File: src/rtl/control_pkg.sv
// Shared opcode/microstep encodings and the control word for the SAP-1.5 sequencer.
package control_pkg;

  localparam logic [3:0] OP_NOP = 4'h0;
  localparam logic [3:0] OP_LDA = 4'h1;
  localparam logic [3:0] OP_ADD = 4'h2;
  localparam logic [3:0] OP_SUB = 4'h3;
  localparam logic [3:0] OP_STA = 4'h4;
  localparam logic [3:0] OP_LDI = 4'h5;
  localparam logic [3:0] OP_JMP = 4'h6;
  localparam logic [3:0] OP_JC  = 4'h7;
  localparam logic [3:0] OP_JZ  = 4'h8;
  localparam logic [3:0] OP_OUT = 4'hE;
  localparam logic [3:0] OP_HLT = 4'hF;

  localparam logic [2:0] T0 = 3'd0;
  localparam logic [2:0] T1 = 3'd1;
  localparam logic [2:0] T2 = 3'd2;
  localparam logic [2:0] T3 = 3'd3;
  localparam logic [2:0] T4 = 3'd4;

  typedef struct packed {
    logic pc_enable;
    logic pc_load;
    logic oe_pc;
    logic load_mar;
    logic oe_ram;
    logic ram_we;
    logic load_ir;
    logic oe_ir;
    logic load_a;
    logic oe_a;
    logic load_b;
    logic oe_alu;
    logic alu_sub;
    logic flag_enable;
    logic load_out;
  } ctrl_word_t;

endpackage

File: src/rtl/control_unit_microcode_rom.sv
// Combinational microcode: (microstep, opcode, flags) -> control word, last-step and halt request.
module microcode_rom
  import control_pkg::*;
#(
  parameter int OPCODE_WIDTH = 4,
  parameter int STEP_WIDTH   = 3
) (
  input  logic [STEP_WIDTH-1:0]   step_i,
  input  logic [OPCODE_WIDTH-1:0] opcode_i,
  input  logic                    flag_carry_i,
  input  logic                    flag_zero_i,
  output ctrl_word_t              ctrl_o,
  output logic                    last_step_o,
  output logic                    halt_req_o
);

  always_comb begin
    ctrl_o      = '0;
    last_step_o = 1'b0;
    halt_req_o  = 1'b0;
    case (step_i)
      STEP_WIDTH'(T0): begin
        ctrl_o.oe_pc    = 1'b1;
        ctrl_o.load_mar = 1'b1;
      end
      STEP_WIDTH'(T1): begin
        ctrl_o.oe_ram    = 1'b1;
        ctrl_o.load_ir   = 1'b1;
        ctrl_o.pc_enable = 1'b1;
      end
      STEP_WIDTH'(T2): begin
        case (opcode_i)
          OPCODE_WIDTH'(OP_LDA), OPCODE_WIDTH'(OP_ADD),
          OPCODE_WIDTH'(OP_SUB), OPCODE_WIDTH'(OP_STA): begin
            ctrl_o.oe_ir    = 1'b1;
            ctrl_o.load_mar = 1'b1;
          end
          OPCODE_WIDTH'(OP_LDI): begin
            ctrl_o.oe_ir  = 1'b1;
            ctrl_o.load_a = 1'b1;
            last_step_o   = 1'b1;
          end
          OPCODE_WIDTH'(OP_JMP): begin
            ctrl_o.oe_ir   = 1'b1;
            ctrl_o.pc_load = 1'b1;
            last_step_o    = 1'b1;
          end
          OPCODE_WIDTH'(OP_JC): begin
            ctrl_o.oe_ir   = flag_carry_i;
            ctrl_o.pc_load = flag_carry_i;
            last_step_o    = 1'b1;
          end
          OPCODE_WIDTH'(OP_JZ): begin
            ctrl_o.oe_ir   = flag_zero_i;
            ctrl_o.pc_load = flag_zero_i;
            last_step_o    = 1'b1;
          end
          OPCODE_WIDTH'(OP_OUT): begin
            ctrl_o.oe_a     = 1'b1;
            ctrl_o.load_out = 1'b1;
            last_step_o     = 1'b1;
          end
          OPCODE_WIDTH'(OP_HLT): begin
            halt_req_o  = 1'b1;
            last_step_o = 1'b1;
          end
          default: last_step_o = 1'b1;  // NOP and undefined opcodes
        endcase
      end
      STEP_WIDTH'(T3): begin
        case (opcode_i)
          OPCODE_WIDTH'(OP_LDA): begin
            ctrl_o.oe_ram = 1'b1;
            ctrl_o.load_a = 1'b1;
            last_step_o   = 1'b1;
          end
          OPCODE_WIDTH'(OP_ADD), OPCODE_WIDTH'(OP_SUB): begin
            ctrl_o.oe_ram = 1'b1;
            ctrl_o.load_b = 1'b1;
          end
          OPCODE_WIDTH'(OP_STA): begin
            ctrl_o.oe_a   = 1'b1;
            ctrl_o.ram_we = 1'b1;
            last_step_o   = 1'b1;
          end
          default: last_step_o = 1'b1;
        endcase
      end
      STEP_WIDTH'(T4): begin
        last_step_o = 1'b1;
        if (opcode_i == OPCODE_WIDTH'(OP_ADD) || opcode_i == OPCODE_WIDTH'(OP_SUB)) begin
          ctrl_o.oe_alu      = 1'b1;
          ctrl_o.load_a      = 1'b1;
          ctrl_o.flag_enable = 1'b1;
          ctrl_o.alu_sub     = (opcode_i == OPCODE_WIDTH'(OP_SUB));
        end
      end
      default: ;
    endcase
  end

endmodule

File: src/rtl/control_unit.sv
// SAP-1.5 sequencer: microstep counter, sticky halt and reset gating around the microcode ROM.
module control_unit
  import control_pkg::*;
#(
  parameter int OPCODE_WIDTH = 4,
  parameter int STEP_WIDTH   = 3
) (
  input  logic                    clk,
  input  logic                    reset,
  input  logic [OPCODE_WIDTH-1:0] opcode,
  input  logic                    flag_carry,
  input  logic                    flag_zero,
  output logic                    pc_enable,
  output logic                    pc_load,
  output logic                    oe_pc,
  output logic                    load_mar,
  output logic                    oe_ram,
  output logic                    ram_we,
  output logic                    load_ir,
  output logic                    oe_ir,
  output logic                    load_a,
  output logic                    oe_a,
  output logic                    load_b,
  output logic                    oe_alu,
  output logic                    alu_sub,
  output logic                    flag_enable,
  output logic                    load_out,
  output logic [STEP_WIDTH-1:0]   microstep,
  output logic                    instr_done,
  output logic                    halted
);

  logic [STEP_WIDTH-1:0] step_q, step_d;
  logic                  halted_q, halted_d;
  ctrl_word_t            ctrl_rom, ctrl_g;
  logic                  last_step, halt_req, active;

  microcode_rom #(
    .OPCODE_WIDTH(OPCODE_WIDTH),
    .STEP_WIDTH  (STEP_WIDTH)
  ) u_rom (
    .step_i      (step_q),
    .opcode_i    (opcode),
    .flag_carry_i(flag_carry),
    .flag_zero_i (flag_zero),
    .ctrl_o      (ctrl_rom),
    .last_step_o (last_step),
    .halt_req_o  (halt_req)
  );

  always_ff @(posedge clk) begin
    if (!reset) begin
      step_q   <= '0;
      halted_q <= 1'b0;
    end else begin
      step_q   <= step_d;
      halted_q <= halted_d;
    end
  end

  // Out-of-range steps fall back to T0; the ROM already emits no controls for them.
  always_comb begin
    step_d   = step_q;
    halted_d = halted_q;
    if (!halted_q) begin
      if (last_step || step_q > STEP_WIDTH'(T4)) step_d = STEP_WIDTH'(T0);
      else                                       step_d = step_q + STEP_WIDTH'(1);
      if (halt_req) halted_d = 1'b1;
    end
  end

  assign active     = reset && !halted_q;
  assign ctrl_g     = active ? ctrl_rom : '0;
  assign instr_done = active && last_step;
  assign microstep  = step_q;
  assign halted     = halted_q;

  assign pc_enable   = ctrl_g.pc_enable;
  assign pc_load     = ctrl_g.pc_load;
  assign oe_pc       = ctrl_g.oe_pc;
  assign load_mar    = ctrl_g.load_mar;
  assign oe_ram      = ctrl_g.oe_ram;
  assign ram_we      = ctrl_g.ram_we;
  assign load_ir     = ctrl_g.load_ir;
  assign oe_ir       = ctrl_g.oe_ir;
  assign load_a      = ctrl_g.load_a;
  assign oe_a        = ctrl_g.oe_a;
  assign load_b      = ctrl_g.load_b;
  assign oe_alu      = ctrl_g.oe_alu;
  assign alu_sub     = ctrl_g.alu_sub;
  assign flag_enable = ctrl_g.flag_enable;
  assign load_out    = ctrl_g.load_out;

  a_single_bus_driver: assert property (@(posedge clk) $onehot0({oe_pc, oe_ram, oe_ir, oe_a, oe_alu}));

endmodule

File: config.mk
export PLATFORM = sky130hd
export DESIGN_NAME = control_unit
export DESIGN_NICKNAME = d
export VERILOG_FILES = /design/src/rtl/control_pkg.sv /design/src/rtl/control_unit_microcode_rom.sv /design/src/rtl/control_unit.sv
export SDC_FILE = /design/constraint.sdc
export NUM_CORES = 1
export LEC_CHECK = 0
export CAP_MARGIN = 0
export CELL_PAD_IN_SITES_DETAIL_PLACEMENT = 1
export CELL_PAD_IN_SITES_GLOBAL_PLACEMENT = 2
export CORE_MARGIN = 2
export CORE_UTILIZATION = 18
export CTS_CLUSTER_DIAMETER = 50
export DETAILED_ROUTE_END_ITERATION = 10
export PLACE_DENSITY_LB_ADDON = 0.1
export SLEW_MARGIN = 20
export SYNTH_ARGS = -nofsm -noshare
export SYNTH_HDL_FRONTEND = slang
export SYNTH_SLANG_ARGS = --single-unit
File: constraint.sdc
create_clock -name clk -period 1.8 [get_ports clk]
set_input_delay 0.54 -clock clk [delete_from_list [all_inputs] [get_ports clk]]
set_output_delay 0.54 -clock clk [all_outputs]
set_load 0.02 [all_outputs]
* Word level (Yosys, flattened, before mapping)
Cells that the tools add are included.
** Storage, ports and cells
- Flip-flop bits (word level) :: 4
- Latch bits :: 0
- RAM bits :: 0
- Memory bits (read-only) :: 0
- Input bits :: 8
- Output and inout bits :: 20
- Word-level logic and storage cells :: 60
- Memories kept :: 0
** Cells by class
- $add $sub $neg :: 1
- Multipliers :: 0
- Div/mod/pow operators :: 0
- Order comparisons :: 1
- Equality and inequality tests :: 14
- Shift-type cells :: 0
- Mux-type cells :: 32
- Bitwise logic cells :: 0
- Reduce and logical (&&, ||, !) cells :: 10
** Operators with widths (count)
- two-way mux 1 bit :: 21
- == test 4 x 3 -> 1 bit, second input constant :: 4
- two-way mux 15 bit :: 1
- == test 4 bit, second input constant :: 3
- case mux 1 bit (3 select lines) :: 4
- two-way mux 3 bit :: 3
- == test 4 x 2 -> 1 bit, second input constant :: 2
- == test 3 x 2 -> 1 bit, second input constant :: 2
- case mux 1 bit (2 select lines) :: 3
- OR reduction 6 bit :: 1
- == test 4 x 1 -> 1 bit, second input constant :: 1
- OR reduction 4 bit :: 1
- adder 3 x 1 -> 3 bit, second input constant :: 1
- == test 3 x 1 -> 1 bit, second input constant :: 1
- == test 3 bit, second input constant :: 1
- greater-than comparator 3 bit, second input constant :: 1
- zero test 3 bit :: 1
- OR reduction 3 bit :: 1
- logical AND 1 bit :: 2
- logical OR 1 bit :: 2
- OR reduction 2 bit :: 1
- zero test 1 bit :: 1

* Longest topological paths before layout
Gate-level depths: netlist (run 1).
- Depth after elaboration :: 6
- Mapped depth :: 6
- Mapped depth without buffers :: 6

* Modules after synthesis
Synthesis (run 1) repeated with hierarchy kept, for this count alone.
** Unflattened totals
- Cell total of the unflattened synthesis :: 87
- Area total of the unflattened synthesis :: 668.1 um^2
** Modules (own cells, without submodules)
- control_unit :: times used 1, cells an instance 38, area an instance 345.3 um^2, seq. area each 80.1 um^2
- microcode_rom :: times used 1, cells an instance 49, area an instance 322.8 um^2, seq. area each 0.0 um^2

* Least setup slack after synthesis (run 1)
OpenSTA, ideal clock, no wires.
- Path kind :: flip-flop to output port
- From :: reg step_q[1], in the netlist microstep[1]
- To :: out oe_a
- Arrival time :: 1.910 ns
- Data required time :: 1.260 ns
- Slack :: -0.650 ns
- Cell stages (with the launch flop) :: 6
- Path buffers :: 0
- Cell sequence :: dfxtp_1 > ha_1 > nor2b_1 > nand2_1 > nor3_1 > o211a_1
** On the way
- Cells in the longest elaborated chain, start to end :: 3
- Elaborated cells on any way between the ends :: 4
- Classes of those cells :: eq/ne (2); mux (2)
** Ends and longest elaborated chain
- start: declaration :: line control_unit.sv:33 : logic [STEP_WIDTH-1:0] step_q, step_d;
- start signal: assignment :: line control_unit.sv:56 : step_q <= step_d;
- == test 3 x 2 -> 1 bit :: line control_unit_microcode_rom.sv:21 : case (step_i)
- case mux 1 bit (2 select lines) * :: line control_unit_microcode_rom.sv:21
- two-way mux 15 bit * :: line control_unit.sv:73 : assign ctrl_g = active ? ctrl_rom : '0;
- end: declaration :: line control_unit.sv:22 : output logic oe_a,
Every way passes the cells marked *; elsewhere a longest branch is shown, timed or not.

* Worst setup path in the final report (run 1)
- From :: in opcode[2]
- To :: out instr_done
** On the way
- Cells in the longest elaborated chain, start to end :: 5
- Elaborated cells on any way between the ends :: 10
- Classes of those cells :: eq/ne (4); mux (3); reduce/logical (3)
** Ends and longest elaborated chain
- start: declaration :: line control_unit.sv:10 : input logic [OPCODE_WIDTH-1:0] opcode,
- == test 4 x 1 -> 1 bit (tied with other cells) :: line control_unit_microcode_rom.sv:32 : case (opcode_i)
- OR reduction 4 bit or OR reduction 2 bit (tied branches) :: line control_unit_microcode_rom.sv:32, control_unit_microcode_rom.sv:71
- two-way mux 1 bit, on equally long branches :: line control_unit_microcode_rom.sv:32, control_unit_microcode_rom.sv:71
- case mux 1 bit (3 select lines) * :: line control_unit_microcode_rom.sv:21
- logical AND 1 bit * :: line control_unit.sv:74 : assign instr_done = active && last_step;
- end: declaration :: line control_unit.sv:29 : output logic instr_done,
Marked as above.

==> results.yml, run 1 <==
critical_path:
  r2r_start: "microstep[0]"
  r2r_setup_slack_ns: 0.08
  worstSetupStartpointType: "primary input"
  end_kind: "primary output"
  worstRegToRegCells: 9
  r2r-end: "microstep[0]"
  critical_path_class: "primary input to primary output"
  path_max_fanout: 3
  critical_path_required_ns: 1.26
  worstPathArrival_ns: 1.60
synth:
  yosys_most_used_dff: "dfxtp_1"
  synth_edf_count: 0
  synth_top_area_cell: "dfxtp_1"
  synthTopCellsByCount: "8 x nand2_1, 8 x nor2_1"
  syn-cell-area_sq_um: 566
  synth_area_leaders: "dfxtp_1 14%, ha_1 11%, nand2_1 5.3%, nor2_1 5.3%, a21oi_1 4.4%"
  synth_cell_types: 33
  synth_top_area_share_pct: 14.2
  ys_async_sr_fraction_pct: 0
  yosys_warnings: 0
  synth_cells: 80
  yosys_register_bits: 4
  ys_seq_area_share_pct: 14.2
  syn_nets: 93
  syn_area_per_cell_sq_um: 7.07
clock_network:
  cts_max_path_buffers: 2
  clock-sinks: 4
  clkLatencyLatePin_ns: 0.26
  cts-root-buf: "clkbuf_4"
  cts_hold_buf: 0
  cts.clk_slew.worst_paths_ns: 0.03
  cts_tree: "built"
  htreeDepth: 1
  cts_buffers: 3
placement:
  dp_cells: 178
  place_hpwl_microns: 1950
  place.gp.congestion: 0.796
  io_buffers: 27
route:
  ant_nets: 0
  first_pass_iters: 4
  vias: 822
  routed_wl_microns: 2720
  drt_iter0_markers: 14
  routed_via_density: 4.33
  drc_errors: 0
  wl_per_cell_microns: 14.3
layout:
  diodes: 0
  fin_util_pct: 52.4
  stdcell_count: 190
  fillerInstances: 343
  drive_gt1_share_pct: 78.8
  area_growth_pct: 181
  nNetsFinal: 161
sta:
  fin_ws_ns: -0.341
  period_minus_slack_ns: 2.14
  rsz0062_at_grt: "yes"
  tightestPinTransition_ns: 0.284
  timing.fmax_mhz: 467
  drv_slew: 0
  clock_skew_ns: 0.0114
  fin_crit_sh_pct: 119
  slew-limit-headroom_pct: 80.9
  hold_violations: 0
  setup_viol: 16
floorplanning:
  coreArea_sq_um: 3030
  die_y_microns: 60.1
  io_pins: 28
  die_x_microns: 60.1
  row_count: 20
  dieArea_sq_um: 3610
  start_util_pct: 18.7
min_path:
  holdCritStartpoint: "microstep[0]"
  hp-class: "flop to flop"
  holdPathEnd: "microstep[0]"
  whs_path_depth: 2
flow_run:
  drv_cap: 0
global_routing:
  grt_pass1_vias: 906
  track_usage_pct: 15.9
  antenna_found_initial: 0
  overflow: 0
  grt_pass1_wl_microns: 4170
  grt_max_degree: 10
power:
  power_w: 0.00107
  pwr-share-comb_pct: 74.4
  p_leak_nw: 0.706
  irDropWorstVdd_v: 0.000390
  intPower_w: 0.000619
  pwr-share-clk_pct: 11.5
  powerDensity_nw_per_um2: 674
  p_sw_share_pct: 42.2
  p_seq_share_pct: 14.1
  p_sw_w: 0.000452
status:
  violations: "negative setup slack"
  outcome: "finished with violations"
==> cells in the final DEF (no fill, tap or decap), types with 4 or more instances in the layout <==
master / Yosys / final
buf_6: 1 / 30
buf_4: 2 / 29
dlygate4sd2_1: 0 / 5
nor2_1: 8 / 4
nand3_1: 5 / 4
nand2_1: 8 / 4
ha_4: 0 / 4
buf_8: 0 / 4
==> power by group through the flow <==
| stage | Sequential (W) | Clock, W | Combinational (W) |
|---|---|---|---|
| after detailed placement | 0.000131 | 0 | 0.000571 |
| final | 0.000151 | 0.000123 | 0.000796 |
| after CTS | 0.000149 | 0.000128 | 0.000741 |
| after floorplan | 0.000148 | 0 | 0.000253 |
| after global placement | 0.000130 | 0 | 0.000566 |
| after global routing | 0.000155 | 0.000132 | 0.000858 |
==> through the flow <==
stage | instance area (sq um) | hold slack, ns | setup TNS, ns | setup slack (ns)
floorplan | 658 | 0.514 | -1.49 | -0.284
global placement | 1190 | 0.473 | -18.84 | -1.20
detailed placement | 1190 | 0.491 | -19.26 | -1.22
CTS | 1510 | 0.526 | -4.24 | -0.329
global route | 1590 | 0.542 | -4.56 | -0.366
finish | 1590 | 0.518 | -3.61 | -0.341
==> critical path, cell delays in order <==
cell and delay, ns:
buf_8 0.10, or3b_4 0.43, buf_6 0.14, a21boi_4 0.18, a21oi_4 0.07, buf_6 0.14
==> flip-flops by register name (all words and copies together) (netlist names) <==
name / count
microstep: 3
halted: 1
==> logic make-up after synthesis <==
group | synth area share (%)
flops | 14.2
simple gates | 36.9
compound gates | 24.3
buf+inv | 11.5
fa+ha+maj | 11.1
mux | 1.99
==> how the worst max path moves through the flow <==
stage | cells past startpoint | slack, ns | endpoint | start
final | 6 | -0.34 | instr_done | opcode[2]
after global routing | 7 | -0.37 | oe_ir | microstep[0]
after CTS | 7 | -0.33 | load_a | microstep[0]
after detailed placement | 6 | -1.22 | oe_a | opcode[1]
after global placement | 7 | -1.20 | oe_ram | opcode[0]
after floorplan | 4 | -0.28 | alu_sub | opcode[1]
==> per-layer routing <==
metal | share of wire, % | vias up | global-route usage, % | wire (microns)
li1 | - | 410 | - | -
met1 | 34 | 391 | 15.6 | 923
met2 | 61 | 18 | 33.5 | 1670
met3 | 3.6 | 3 | 1.52 | 98
met4 | 1.0 | 0 | 4.76 | 28
met5 | 0 | - | 0 | 0
==> layout make-up <==
| type | count | area, sq um | area share (%) |
|---|---|---|---|
| Multi-Input combinational cell | 64 | 721 | 45.4 |
| Tap cell | 44 | 55.1 | 3.47 |
| Clock buffer | 3 | 22.5 | 1.42 |
| Inverter | 5 | 23.8 | 1.50 |
| Sequential cell | 4 | 88.8 | 5.59 |
| Timing Repair Buffer | 70 | 677 | 42.6 |
==> timing repair <==
item | 4_1_cts | 5_1_grt
setup endpoints to repair | 22 | 20
resized for setup | 186 | 14
gates cloned | 0 | 0
pin swaps | 23 | 13
setup buffers | 7 | 3
Power figures use the tool's default switching activity.
==> run 2, diff against run 1 <==
Settings changed: CORE_UTILIZATION 18 to 20, SYNTH_HIERARCHICAL from default to 1.
==> results.yml, run 2 <==
sta:
  fin_crit_sh_pct: 117
  clock_skew_ns: 0.00534
  period_minus_slack_ns: 2.10
  setup_viol: 13
  hold_violations: 0
  slew-limit-headroom_pct: 79.5
  fin_ws_ns: -0.304
  drv_slew: 0
  tightestPinTransition_ns: 0.307
  timing.fmax_mhz: 475
  holdWs_ns: 0.652
  rsz0062_at_grt: "yes"
critical_path:
  path_max_fanout: 5
  cp_cell_sequence: "buf_12 -> or3b_4 -> nand3_2 -> o311ai_4 -> and2_4 -> buf_6"
  path_buf_inv: 2
  critical_path_required_ns: 1.26
  critical_path_class: "primary input to primary output"
  worstPathArrival_ns: 1.56
  end_kind: "primary output"
  slowest_stage: "or3b_4"
  cpLargestDelayFamily: "simple AND/OR/NAND/NOR gates"
  critical_path.max_stage_delay_ns: 0.44
  worstSetupStartpointType: "primary input"
flow_run:
  drv_cap: 0
route:
  first_pass_iters: 4
  drc_errors: 0
  ant_nets: 0
  routed_wl_microns: 2540
  routed_via_density: 4.50
  wl_per_cell_microns: 14.0
  vias: 815
  drt_iter0_markers: 21
placement:
  place_hpwl_microns: 1800
  io_buffers: 27
  place.gp.congestion: 0.798
  dp_cells: 172
power:
  p_leak_nw: 0.625
  irDropWorstVdd_v: 0.000511
  powerDensity_nw_per_um2: 912
synth:
  yosys_most_used_dff: "dfxtp_1"
  ys_async_sr_fraction_pct: 0
  synth_top_area_share_pct: 15.7
  synthTopCellsByCount: "14 x and2_2, 10 x nor2_1, 5 x inv_1"
  synth_cells: 87
  syn-cell-area_sq_um: 668
  yosys_register_bits: 4
  synth_area_leaders: "and2_2 16%, dfxtp_1 12%, nor2_1 5.6%, buf_6 5.1%, ha_1 3.7%"
  syn_area_per_cell_sq_um: 7.68
  synth_top_area_cell: "and2_2"
  yosys_warnings: 6
  ys_seq_area_share_pct: 12.0
  synth_cell_types: 38
  yosysMostFrequentCell: "and2_2"
  synth_edf_count: 0
  syn_nets: 97
status:
  outcome: "finished with violations"
  violations: "negative setup slack"
clock_network:
  cts_max_path_buffers: 2
  cts_tree: "built"
  cts_hold_buf: 0
  cts.clk_slew.worst_paths_ns: 0.03
  cts_buffers: 3
  clock-sinks: 4
  cts-root-buf: "clkbuf_4"
  htreeDepth: 1
  clkLatencyLatePin_ns: 0.23
layout:
  largest_reg_flops: 3
  area_growth_pct: 120
  final_common_cell: "buf_6"
  final_cell_mix: "24 x buf_6, 18 x buf_4, 12 x and2_4"
  diodes: 0
  drive_gt1_share_pct: 75.2
  nNetsFinal: 149
  stdcell_count: 181
  fillerInstances: 369
global_routing:
  grt_pass1_wl_microns: 3800
  grt_pass1_vias: 804
  overflow: 0
  track_usage_pct: 13.5
  antenna_found_initial: 0
  grt_max_degree: 9
floorplanning:
  dieArea_sq_um: 3820
  row_count: 20
  die_x_microns: 61.8
  die_y_microns: 61.8
  io_pins: 28
  start_util_pct: 21.4
  coreArea_sq_um: 3130
min_path:
  hp-class: "flop to flop"
-- run 2: cell count changes in the layout (fill, tap and decap cells not counted), moves of 3 or more --
cell     previous run  this run
buf_4              29        18
and2_4              2        12
buf_6              30        24
nor2_4              1         6
and2_2              0         4
buf_12              0         4
ha_4                4         0
nand3_1             4         0
a21oi_4             3         0
nand2_1             4         1
nor2_2              3         0
nor3_4              3         0
-- run 2: worst min-delay path: cells and delay by family (launching register included) --
family | cells | cell delay, ns
flip-flops | 1 | 0.33
buffers and inverters | 1 | 0.13
XOR/XNOR | 1 | 0.07
AND/OR/NAND/NOR | 1 | 0.07
-- run 2: final timing paths --
check        slack (ns)          from      endpoint  cells after the start
min                0.65  microstep[2]  microstep[2]                      3
max reg2reg        0.35  microstep[1]  microstep[2]                      6
max               -0.30     opcode[2]    instr_done                      6
min reg2reg        0.65  microstep[2]  microstep[2]                      3
-- run 2: cells by family (layout without fill, tap and decap cells) --
logic type                 Yosys count  after routing  share of synthesized area [%]
xor gates and xnor gates             3              3                           3.93
adders and majority gates            2              2                           3.74
buffers and inverters               13             63                           12.7
AOI/OAI and AO/OA                   14             14                           18.0
muxes                                1              1                           1.50
DFF                                  4              4                           12.0
and+or+nand+nor                     50             50                           48.1
-- run 2: metal layers --
layer  part of all wire [%]  GRT usage, %  up-vias
met2                     55          23.5       19
li1                       -             -      398
met4                    1.1          7.29        0
met3                    2.3          1.45        4
met1                     42          16.3      394
met5                      0             0        -
-- run 2: where the power goes --
group	internal (W)	switching (W)	leakage, nW	total [W]
Sequential	0.000128	0.0000354	0.0341	0.000163
Clock	0.0000744	0.0000346	0.0138	0.000109
Combinational	0.000548	0.000519	0.577	0.00107
-- run 2: timing repair --
| item | CTS | global route |
|---|---|---|
| setup buffers | 4 | 2 |
| resized for setup | 157 | 36 |
| endpoints found under the setup margin | 23 | 16 |
| pin swaps | 15 | 17 |
-- run 2: stage by stage --
step	cell area, sq um	utilization (%)	total power [W]	setup slack [ns]	TNS [ns]
final	1470	46.9	0.00134	-0.304	-2.81
after global routing	1470	46.9	0.00143	-0.327	-3.45
after CTS	1320	42.3	0.00120	-0.311	-3.11
after detailed placement	1120	35.8	0.000993	-1.31	-19.91
after global placement	1120	35.8	0.000986	-1.32	-20.15
after floorplan	711	-	0.000647	-0.172	-1.12
-- run 2: cell type report --
cell class | count | area, sq um | area share, %
tap | 44 | 55.1 | 3.75
inverter | 5 | 23.8 | 1.62
multi-input combinational | 70 | 706 | 48.1
sequential | 4 | 86.3 | 5.88
timing repair buffer | 55 | 574 | 39.1
clock buffer | 3 | 22.5 | 1.53
